File: src/rtl/pla_eval_pkg.sv
// Shared types and constants for the PLA equivalence sweeper.
// Holds the FSM state encoding and the sweep end-point helper.
package pla_eval_pkg;

  localparam int N_IN_DEF   = 9;
  localparam int SETTLE_DEF = 1;

  typedef enum logic [1:0] {
    IDLE,
    SWEEP,
    DONE
  } state_e;

  function automatic int vec_last(input int n);
    return (1 << n) - 1;
  endfunction

endpackage

File: src/rtl/pla_vec_gen.sv
// Vector index counter plus settle timer for the equivalence sweep.
// Emits a one-cycle sample strobe and flags the final vector.
module pla_vec_gen
  import pla_eval_pkg::*;
#(
  parameter int N_IN       = N_IN_DEF,
  parameter int SETTLE_CYC = SETTLE_DEF
) (
  input  logic            clk,
  input  logic            rst_n,
  input  logic            clear,
  input  logic            run,
  output logic [N_IN-1:0] vec,
  output logic            sample_en,
  output logic            last
);

  localparam logic [N_IN:0] LAST = (N_IN+1)'(vec_last(N_IN));
  localparam logic [3:0]    SET  = 4'(SETTLE_CYC);

  logic [N_IN:0] idx_q, idx_d;
  logic [3:0]    cnt_q, cnt_d;

  always_comb begin
    sample_en = run && (cnt_q == SET);
    last      = sample_en && (idx_q == LAST);
    idx_d     = idx_q;
    cnt_d     = cnt_q;
    if (clear) begin
      idx_d = '0;
      cnt_d = '0;
    end else if (sample_en) begin
      // the final vector stays on the bus after the sweep ends
      if (!last) idx_d = idx_q + 1'b1;
      cnt_d = '0;
    end else if (run) begin
      cnt_d = cnt_q + 1'b1;
    end
  end

  always_ff @(posedge clk or negedge rst_n) begin
    if (!rst_n) begin
      idx_q <= '0;
      cnt_q <= '0;
    end else begin
      idx_q <= idx_d;
      cnt_q <= cnt_d;
    end
  end

  assign vec = idx_q[N_IN-1:0];

endmodule

File: src/rtl/pla_equiv_sweeper.sv
// Exhaustive equivalence sweep of a reference and an optimised PLA.
// FSM, output comparator and registered result counters.
module pla_equiv_sweeper
  import pla_eval_pkg::*;
#(
  parameter int N_IN       = N_IN_DEF,
  parameter int SETTLE_CYC = SETTLE_DEF
) (
  input  logic            clk,
  input  logic            rst_n,
  input  logic            start,
  input  logic            abort,
  output logic [N_IN-1:0] vec,
  input  logic            y_ref,
  input  logic            y_opt,
  output logic            busy,
  output logic            done,
  output logic            pass,
  output logic [N_IN:0]   mismatch_cnt,
  output logic            first_fail_valid,
  output logic [N_IN-1:0] first_fail_vec,
  output logic [N_IN:0]   onset_cnt
);

  state_e state_q, state_d;

  logic            start_ok;
  logic            abort_ok;
  logic            run;
  logic            sample_en;
  logic            last;
  logic            miss;

  logic [N_IN:0]   mism_q, mism_d;
  logic [N_IN:0]   onset_q, onset_d;
  logic            ffv_q, ffv_d;
  logic [N_IN-1:0] ffvec_q, ffvec_d;
  logic            pass_q, pass_d;

  assign start_ok = start && (state_q != SWEEP);
  assign abort_ok = abort && (state_q == SWEEP);
  assign run      = (state_q == SWEEP) && !abort;
  assign miss     = y_ref ^ y_opt;

  pla_vec_gen #(
    .N_IN       (N_IN),
    .SETTLE_CYC (SETTLE_CYC)
  ) u_gen (
    .clk       (clk),
    .rst_n     (rst_n),
    .clear     (start_ok),
    .run       (run),
    .vec       (vec),
    .sample_en (sample_en),
    .last      (last)
  );

  always_comb begin
    state_d = state_q;
    unique case (state_q)
      IDLE:    if (start) state_d = SWEEP;
      SWEEP: begin
        if (abort)     state_d = IDLE;
        else if (last) state_d = DONE;
      end
      DONE:    if (start) state_d = SWEEP;
      default: state_d = IDLE;
    endcase
  end

  always_comb begin
    mism_d  = mism_q;
    onset_d = onset_q;
    ffv_d   = ffv_q;
    ffvec_d = ffvec_q;
    pass_d  = pass_q;
    if (start_ok) begin
      mism_d  = '0;
      onset_d = '0;
      ffv_d   = 1'b0;
      ffvec_d = '0;
      pass_d  = 1'b0;
    end else if (sample_en) begin
      if (miss) mism_d = mism_q + 1'b1;
      if (miss && !ffv_q) begin
        ffv_d   = 1'b1;
        ffvec_d = vec;
      end
      if (y_ref) onset_d = onset_q + 1'b1;
      // verdict includes the final sample's contribution
      if (last) pass_d = (mism_d == '0);
    end else if (abort_ok) begin
      pass_d = 1'b0;
    end
  end

  always_ff @(posedge clk or negedge rst_n) begin
    if (!rst_n) begin
      state_q <= IDLE;
      mism_q  <= '0;
      onset_q <= '0;
      ffv_q   <= 1'b0;
      ffvec_q <= '0;
      pass_q  <= 1'b0;
    end else begin
      state_q <= state_d;
      mism_q  <= mism_d;
      onset_q <= onset_d;
      ffv_q   <= ffv_d;
      ffvec_q <= ffvec_d;
      pass_q  <= pass_d;
    end
  end

  assign busy             = (state_q == SWEEP);
  assign done             = (state_q == DONE);
  assign pass             = pass_q;
  assign mismatch_cnt     = mism_q;
  assign first_fail_valid = ffv_q;
  assign first_fail_vec   = ffvec_q;
  assign onset_cnt        = onset_q;

endmodule

File: config.mk
export PLATFORM = sky130hd
export DESIGN_NAME = pla_equiv_sweeper
export DESIGN_NICKNAME = d
export VERILOG_FILES = /design/src/rtl/pla_eval_pkg.sv /design/src/rtl/pla_vec_gen.sv /design/src/rtl/pla_equiv_sweeper.sv
export SDC_FILE = /design/constraint.sdc
export NUM_CORES = 1
export LEC_CHECK = 0
export CORE_MARGIN = 2
export CORE_UTILIZATION = 45
export DETAILED_ROUTE_END_ITERATION = 10
export PLACE_DENSITY = 0.72
export SKIP_LAST_GASP = 1
export SYNTH_ARGS = -nofsm -noshare
export SYNTH_HDL_FRONTEND = slang
export SYNTH_SLANG_ARGS = --single-unit
File: constraint.sdc
create_clock -name clk -period 3.9 [get_ports clk]
set_clock_uncertainty 0.2 [all_clocks]
set_input_delay 0.78 -clock clk [delete_from_list [all_inputs] [get_ports clk]]
set_output_delay 0.78 -clock clk [all_outputs]
set_load 0.05 [all_outputs]
==> impl_metrics.csv, run 1 <==
group,metric,value,unit
timing,fmax,0.351,GHz
setup_path,cp.arrival,1.87,ns
grt,grt_pass1_wl,9.57,mm
layout,antennaDiodeCount,0,
pwr,intPower,0.000748,W
setup_path,cp_slowest_cell,"clkdlybuf4s50_1",
synth,yosys_warnings,0,
setup_path,critPathMaxFanout,9,
synth,synth_seq_cells,47,
grt,grt_pass1_vias,2056,
clock_network,postCtsSetupBuffers,0,
floorplan,coreArea,5510,um2
route,firstDrtPassIters,4,
synth,yosysTopAreaCell,"dfrtp_1",
pwr,p_per_area,350,nW/um2
hold_path,whs_path_depth,1,
clock_network,numCtsBuffers,5,
floorplan,start_util,46.6,%
synth,synth.area.top_cells,"dfrtp_1, o21ai_0, nand2_1, nor2_1, xnor2_1",
route,drtAntennaViolNets,0,
flow_run,max-cap-violations,0,
setup_path,cp_cell_sequence,"nand2b_1, clkinv_1, clkdlybuf4s50_1",
clock_network,cts_hold_buffers,0,
pwr,peakVddDrop,0.000175,V
floorplan,fp-row-count,27,
route,routed_wl,5.58,mm
synth,synth_edf_count,0,
grt,antenna_found_initial,0,
floorplan,die_x,79.5,um
pwr,pwr-share-comb,21.1,%
synth,synth_top_family_by_area,"simple AND/OR/NAND/NOR gates",
clock_network,clock_latency,0.29,ns
floorplan,dieArea,6320,um2
synth,synthesis.area,2560,um2
clock_network,clockBufferDepth,2,
synth,synthDistinctLibCells,45,
synth,syn_nets,291,
clock_network,cts_tree,"built",
timing,finalSetupViolCount,0,
timing,worst_pin_slew,1.06,ns
pwr,p_leak,1.29,nW
layout,layout_commonest_cell,"dfrtp_1",
floorplan,boundaryPins,48,
grt,grt-ovfl-total,0,
layout,most-common-layout-cells,"dfrtp_1, clkdlybuf4s50_1, nand2_1",
route,wl_per_cell,14.3,um
layout,n_fill_cell,498,
timing,post-route-period-util,73.1,%
setup_path,end_kind,"output port",
setup_path,worstPathRequired,2.92,ns
layout,drive_gt1_share,5.99,%
route,viasPerCell,5.36,
setup_path,crit_type,"flip-flop to output port",
route,drc_errors,0,
clock_network,clkSlewWorstSetupHoldPaths,0.08,ns
setup_path,slowest_delay,0.84,ns
placed_design,dp_hpwl,3.86,mm
synth,synth_top_area_share,45.9,%
setup_path,worstRegToRegCells,6,
synth,syn_area_per_cell,9.16,um2
floorplan,die_h,79.5,um
timing,grt_setup_unrepaired,"no",
grt,grt_max_degree,48,
placed_design,port_buffers,47,
run_status,status,"finished, final reports clean",
synth,synth_compound_area_share,11.3,%
setup_path,cp-start-kind,"flip-flop",
layout,final_nets,327,
clock_network,htreeDepth,2,
pwr,p_sw,0.000343,W
synth,async_reset_ff_share,100,%
layout,synthToLayoutAreaGrowth,21.5,%
pwr,p_clk_share,29.4,%
synth,synth-seq-area-share,45.9,%
pwr,switching_share,31.4,%
placed_design,gp_congestion,0.876,
clock_network,cts-root-buf,"clkbuf_8",
grt,grtUsageTotal,19.0,%
synth,synth_fa_ha_area_share,2.44,%
timing,maxSlewHeadroom,29.2,%
synth,synthSimpleGateAreaFrac,24.9,%
timing,fin_crit,2.85,ns
route,vias,2086,
placed_design,placed_cells,381,
pwr,seq_power_share,49.6,%
hold_path,min-delay-path-class,"flip-flop to flip-flop",
synth,synth_xor_area_share,7.47,%
synth,synthCells,280,
layout,stdcell_count,389,
timing,maxSlewViolCount,0,
route,drt_iter0_markers,96,
timing,hold_viol,0,
clock_network,cts.sinks,47,
clock_network,cts_resized,0,
synth,synth_mux_area_share,2.34,%
timing,whs,0.291,ns
timing,tns,0,ns
synth,ys.flop_type,"dfrtp_1",
==> kinds of logic after synthesis <==
kind of cell               after synthesis
buffers and inverters                   27
muxes                                    6
xor gates and xnor gates                21
AOI/OAI and AO/OA                       50
DFF                                     47
adders and majority gates                5
and+or+nand+nor                        124
==> routing by layer <==
layer | up-vias | global-route usage, % | wire length [um]
met5 | - | 0 | 0
met4 | 0 | 7.93 | 99
met3 | 10 | 3.05 | 230
met2 | 44 | 30.5 | 2620
met1 | 999 | 25.5 | 2630
li1 | 1033 | - | -
==> stage by stage <==
stage,power (W),worst slack [ns],util (%),area (um2)
after floorplan,0.000714,1.54,-,2560
after global placement,0.000777,0.886,54.8,3020
after detailed placement,0.000781,0.814,54.8,3020
after CTS,0.00111,1.04,56.6,3120
after global routing,0.00115,0.925,56.6,3120
final,0.00109,1.05,56.6,3120
==> path summary, 6_finish.rpt <==
path / startpoint / endpoint / slack (ns)
max: state_q[1] / busy / 1.05
min: state_q[0] / state_q[0] / 0.29
max reg2reg: u_gen.cnt_q[1] / u_gen.idx_q[5] / 1.53
min reg2reg: state_q[0] / state_q[0] / 0.29
max in group asynchronous: rst_n / u_gen.idx_q[5] / 2.38
min in group asynchronous: rst_n / mismatch_cnt[5] / 0.48
==> registers in the layout, summed over array words and instances, names as in the netlist <==
| name | count |
|---|---|
| pass | 1 |
| state_q | 2 |
| mismatch_cnt | 10 |
| u_gen.cnt_q | 4 |
| first_fail_vec | 9 |
| first_fail_valid | 1 |
| onset_cnt | 10 |
| u_gen.idx_q | 10 |
==> critical path, delay by kind of cell, from the launching register on <==
| family | cells | cell delay, ns |
|---|---|---|
| buffers and inverters | 2 | 1.03 |
| DFF | 1 | 0.38 |
| and+or+nand+nor | 1 | 0.18 |
==> Yosys cell counts, types with 2 or more instances <==
cell and number:
a21o_1 2, a21oi_1 8, and2_1 2, and3_1 3, buf_4 9, clkbuf_1 8, dfrtp_1 47, ha_1 5
inv_1 6, mux2i_1 6, nand2_1 37, nand2b_1 2, nand3_1 13, nand4_1 10, nor2_1 30, nor3_1 6
nor3_2 2, nor3b_1 4, nor4_1 3, o21ai_0 28, o22ai_1 2, o31ai_1 3, or3_1 4, xnor2_1 12
xor2_1 8
==> power groups by stage <==
| stage | Combinational (W) | Sequential (W) | Clock, W |
|---|---|---|---|
| after floorplan | 0.000139 | 0.000575 | 0 |
| after global placement | 0.000228 | 0.000549 | 0 |
| after detailed placement | 0.000232 | 0.000550 | 0 |
| after CTS | 0.000233 | 0.000540 | 0.000332 |
| after global routing | 0.000251 | 0.000546 | 0.000351 |
| final | 0.000230 | 0.000541 | 0.000321 |
==> layout make-up <==
class                           count  area (um2)  share of cell area (%)
Clock buffer                        8         100                    3.21
Inverter                            7        26.3                   0.843
Multi-Input combinational cell    206        1240                    39.9
Sequential cell                    47        1180                    37.8
Tap cell                           72        90.1                    2.89
Timing Repair Buffer               49         480                    15.4
Note: power is estimated with default switching activity, not from simulation.
==> run 2: changes to the inputs <==
clock period = 2.65 ns   (was 3.9 ns; I/O delays follow)
==> run 2 against run 1 <==
The flow now finishes with violations (hold timing). Hold slack lost 0.29 ns. Core utilization up 2.0 points. Sequential power up 47%. Critical endpoint unchanged.
==> impl_metrics.csv, run 2 (synthesis gave the netlist of run 1 again) <==
group,metric,value,unit
run_status,status,"complete, but fails checks",
run_status,violations,"hold timing",
timing,whs,-0.00232,ns
setup_path,critPathBufInv,2,
clock_network,cts-root-buf,"clkbuf_8",
pwr,intPower,0.00119,W
layout,n_fill_cell,479,
setup_path,end_kind,"output port",
layout,regArea,1180,um2
grt,antenna_found_initial,0,
timing,hold_viol,7,
timing,worst_pin_slew,0.563,ns
setup_path,slowest_delay,0.79,ns
setup_path,cp_slowest_cell,"clkdlybuf4s50_1",
grt,grt_max_degree,48,
pwr,p_leak,1.35,nW
route,viasPerCell,5.36,
placed_design,port_buffers,47,
clock_network,cts.sinks,47,
pwr,pwr-share-comb,21.3,%
clock_network,clockBufferDepth,2,
route,wl_per_cell,13.7,um
hold_path,min-delay-path-class,"input port to asynchronous set/reset pin",
setup_path,crit_type,"flip-flop to output port",
pwr,peakVddDrop,0.000385,V
clock_network,cts_tree,"built",
pwr,p_clk_share,32.3,%
pwr,switching_share,30.6,%
timing,tns,0,ns
floorplan,die_h,79.5,um
floorplan,dieArea,6320,um2
layout,final_nets,338,
route,drtAntennaViolNets,0,
grt,grt-ovfl-total,0,
setup_path,crit_family,"buffers and inverters",
layout,layout_commonest_cell,"dfrtp_1",
timing,grt_setup_unrepaired,"no",
clock_network,clkSlewWorstSetupHoldPaths,0.09,ns
setup_path,cp.arrival,1.74,ns
layout,drive_gt1_share,9.45,%
route,drt_iter0_markers,115,
clock_network,numCtsBuffers,5,
grt,grt_pass1_wl,9.43,mm
pwr,p_per_area,532,nW/um2
floorplan,fp-row-count,27,
pwr,seq_power_share,46.4,%
route,vias,2142,
placed_design,gp_congestion,0.891,
floorplan,boundaryPins,48,
timing,post-route-period-util,93.1,%
route,drc_errors,0,
setup_path,cp_cell_sequence,"nand2b_1, clkinv_1, clkdlybuf4s50_1",
setup_path,critPathMaxFanout,3,
layout,antennaDiodeCount,0,
setup_path,worstPathRequired,1.92,ns
setup_path,cp-start-kind,"flip-flop",
grt,grtUsageTotal,19.0,%
layout,multiInputGateArea,1240,um2
timing,maxSlewHeadroom,61.4,%
floorplan,die_x,79.5,um
placed_design,post-place-ws,0.0234,ns
pwr,p_sw,0.000526,W
route,firstDrtPassIters,4,
grt,grt_pass1_vias,2067,
timing,finalSetupViolCount,0,
clock_network,cts_hold_buffers,0,
timing,fmax,0.405,GHz
route,routed_wl,5.49,mm
layout,synthToLayoutAreaGrowth,25.9,%
placed_design,dpl-instance-area,3110,um2
clock_network,htreeDepth,2,
flow_run,max-cap-violations,0,
timing,final.setup.worst_slack,0.182,ns
timing,maxSlewViolCount,0,
clock_network,cts_resized,0,
floorplan,start_util,46.6,%
layout,final_area,3230,um2
floorplan,coreArea,5510,um2
placed_design,dp_hpwl,3.89,mm
timing,fin_crit,2.47,ns
clock_network,postCtsSetupBuffers,0,
clock_network,clock_latency,0.31,ns
layout,most-common-layout-cells,"dfrtp_1, clkdlybuf4s50_1, nand2_1",
[run 2: power groups by stage]
stage | combinational (W) | clock (W) | sequential, W
2_1_floorplan | 0.000204 | 0 | 0.000846
6_report | 0.000367 | 0.000555 | 0.000797
3_3_place_gp | 0.000364 | 0 | 0.000809
4_1_cts | 0.000371 | 0.000565 | 0.000796
5_1_grt | 0.000402 | 0.000602 | 0.000803
3_5_place_dp | 0.000366 | 0 | 0.000810
[run 2: routing by layer]
| layer | track usage (%) | vias up | part of all wire [%] |
|---|---|---|---|
| li1 | - | 1061 | - |
| met1 | 25.4 | 1034 | 45 |
| met2 | 31.1 | 38 | 50 |
| met3 | 4.07 | 9 | 3.4 |
| met4 | 5.52 | 0 | 1.6 |
| met5 | 0 | - | 0 |
[run 2: path summary, 6_finish.rpt]
path	cells past startpoint	startpoint	slack, ns	end
worst max-delay path	3	state_q[1]	0.18	busy
worst min-delay path	2	rst_n	-0.002	mismatch_cnt[9]
worst max register to register	6	u_gen.idx_q[0]	0.50	pass
worst min register to register	1	state_q[0]	0.29	state_q[0]
max in group asynchronous	2	rst_n	2.04	onset_cnt[5]
min in group clk	1	state_q[0]	0.29	state_q[0]
[run 2: area by class of cell]
cell class	instances	share of cell area [%]
Multi-Input combinational cell	206	38.5
Sequential cell	47	36.4
Timing Repair Buffer	60	17.8
Tap cell	72	2.79
Clock buffer	6	2.56
Clock inverter	2	1.09
Inverter	7	0.814
[run 2: per-stage QoR]
step	utilization, %	instances	total power [W]
after floorplan	-	280	0.00105
after global placement	56.5	392	0.00117
after detailed placement	56.5	392	0.00118
after CTS	58.6	400	0.00173
after global routing	58.6	400	0.00181
final	58.6	400	0.00172
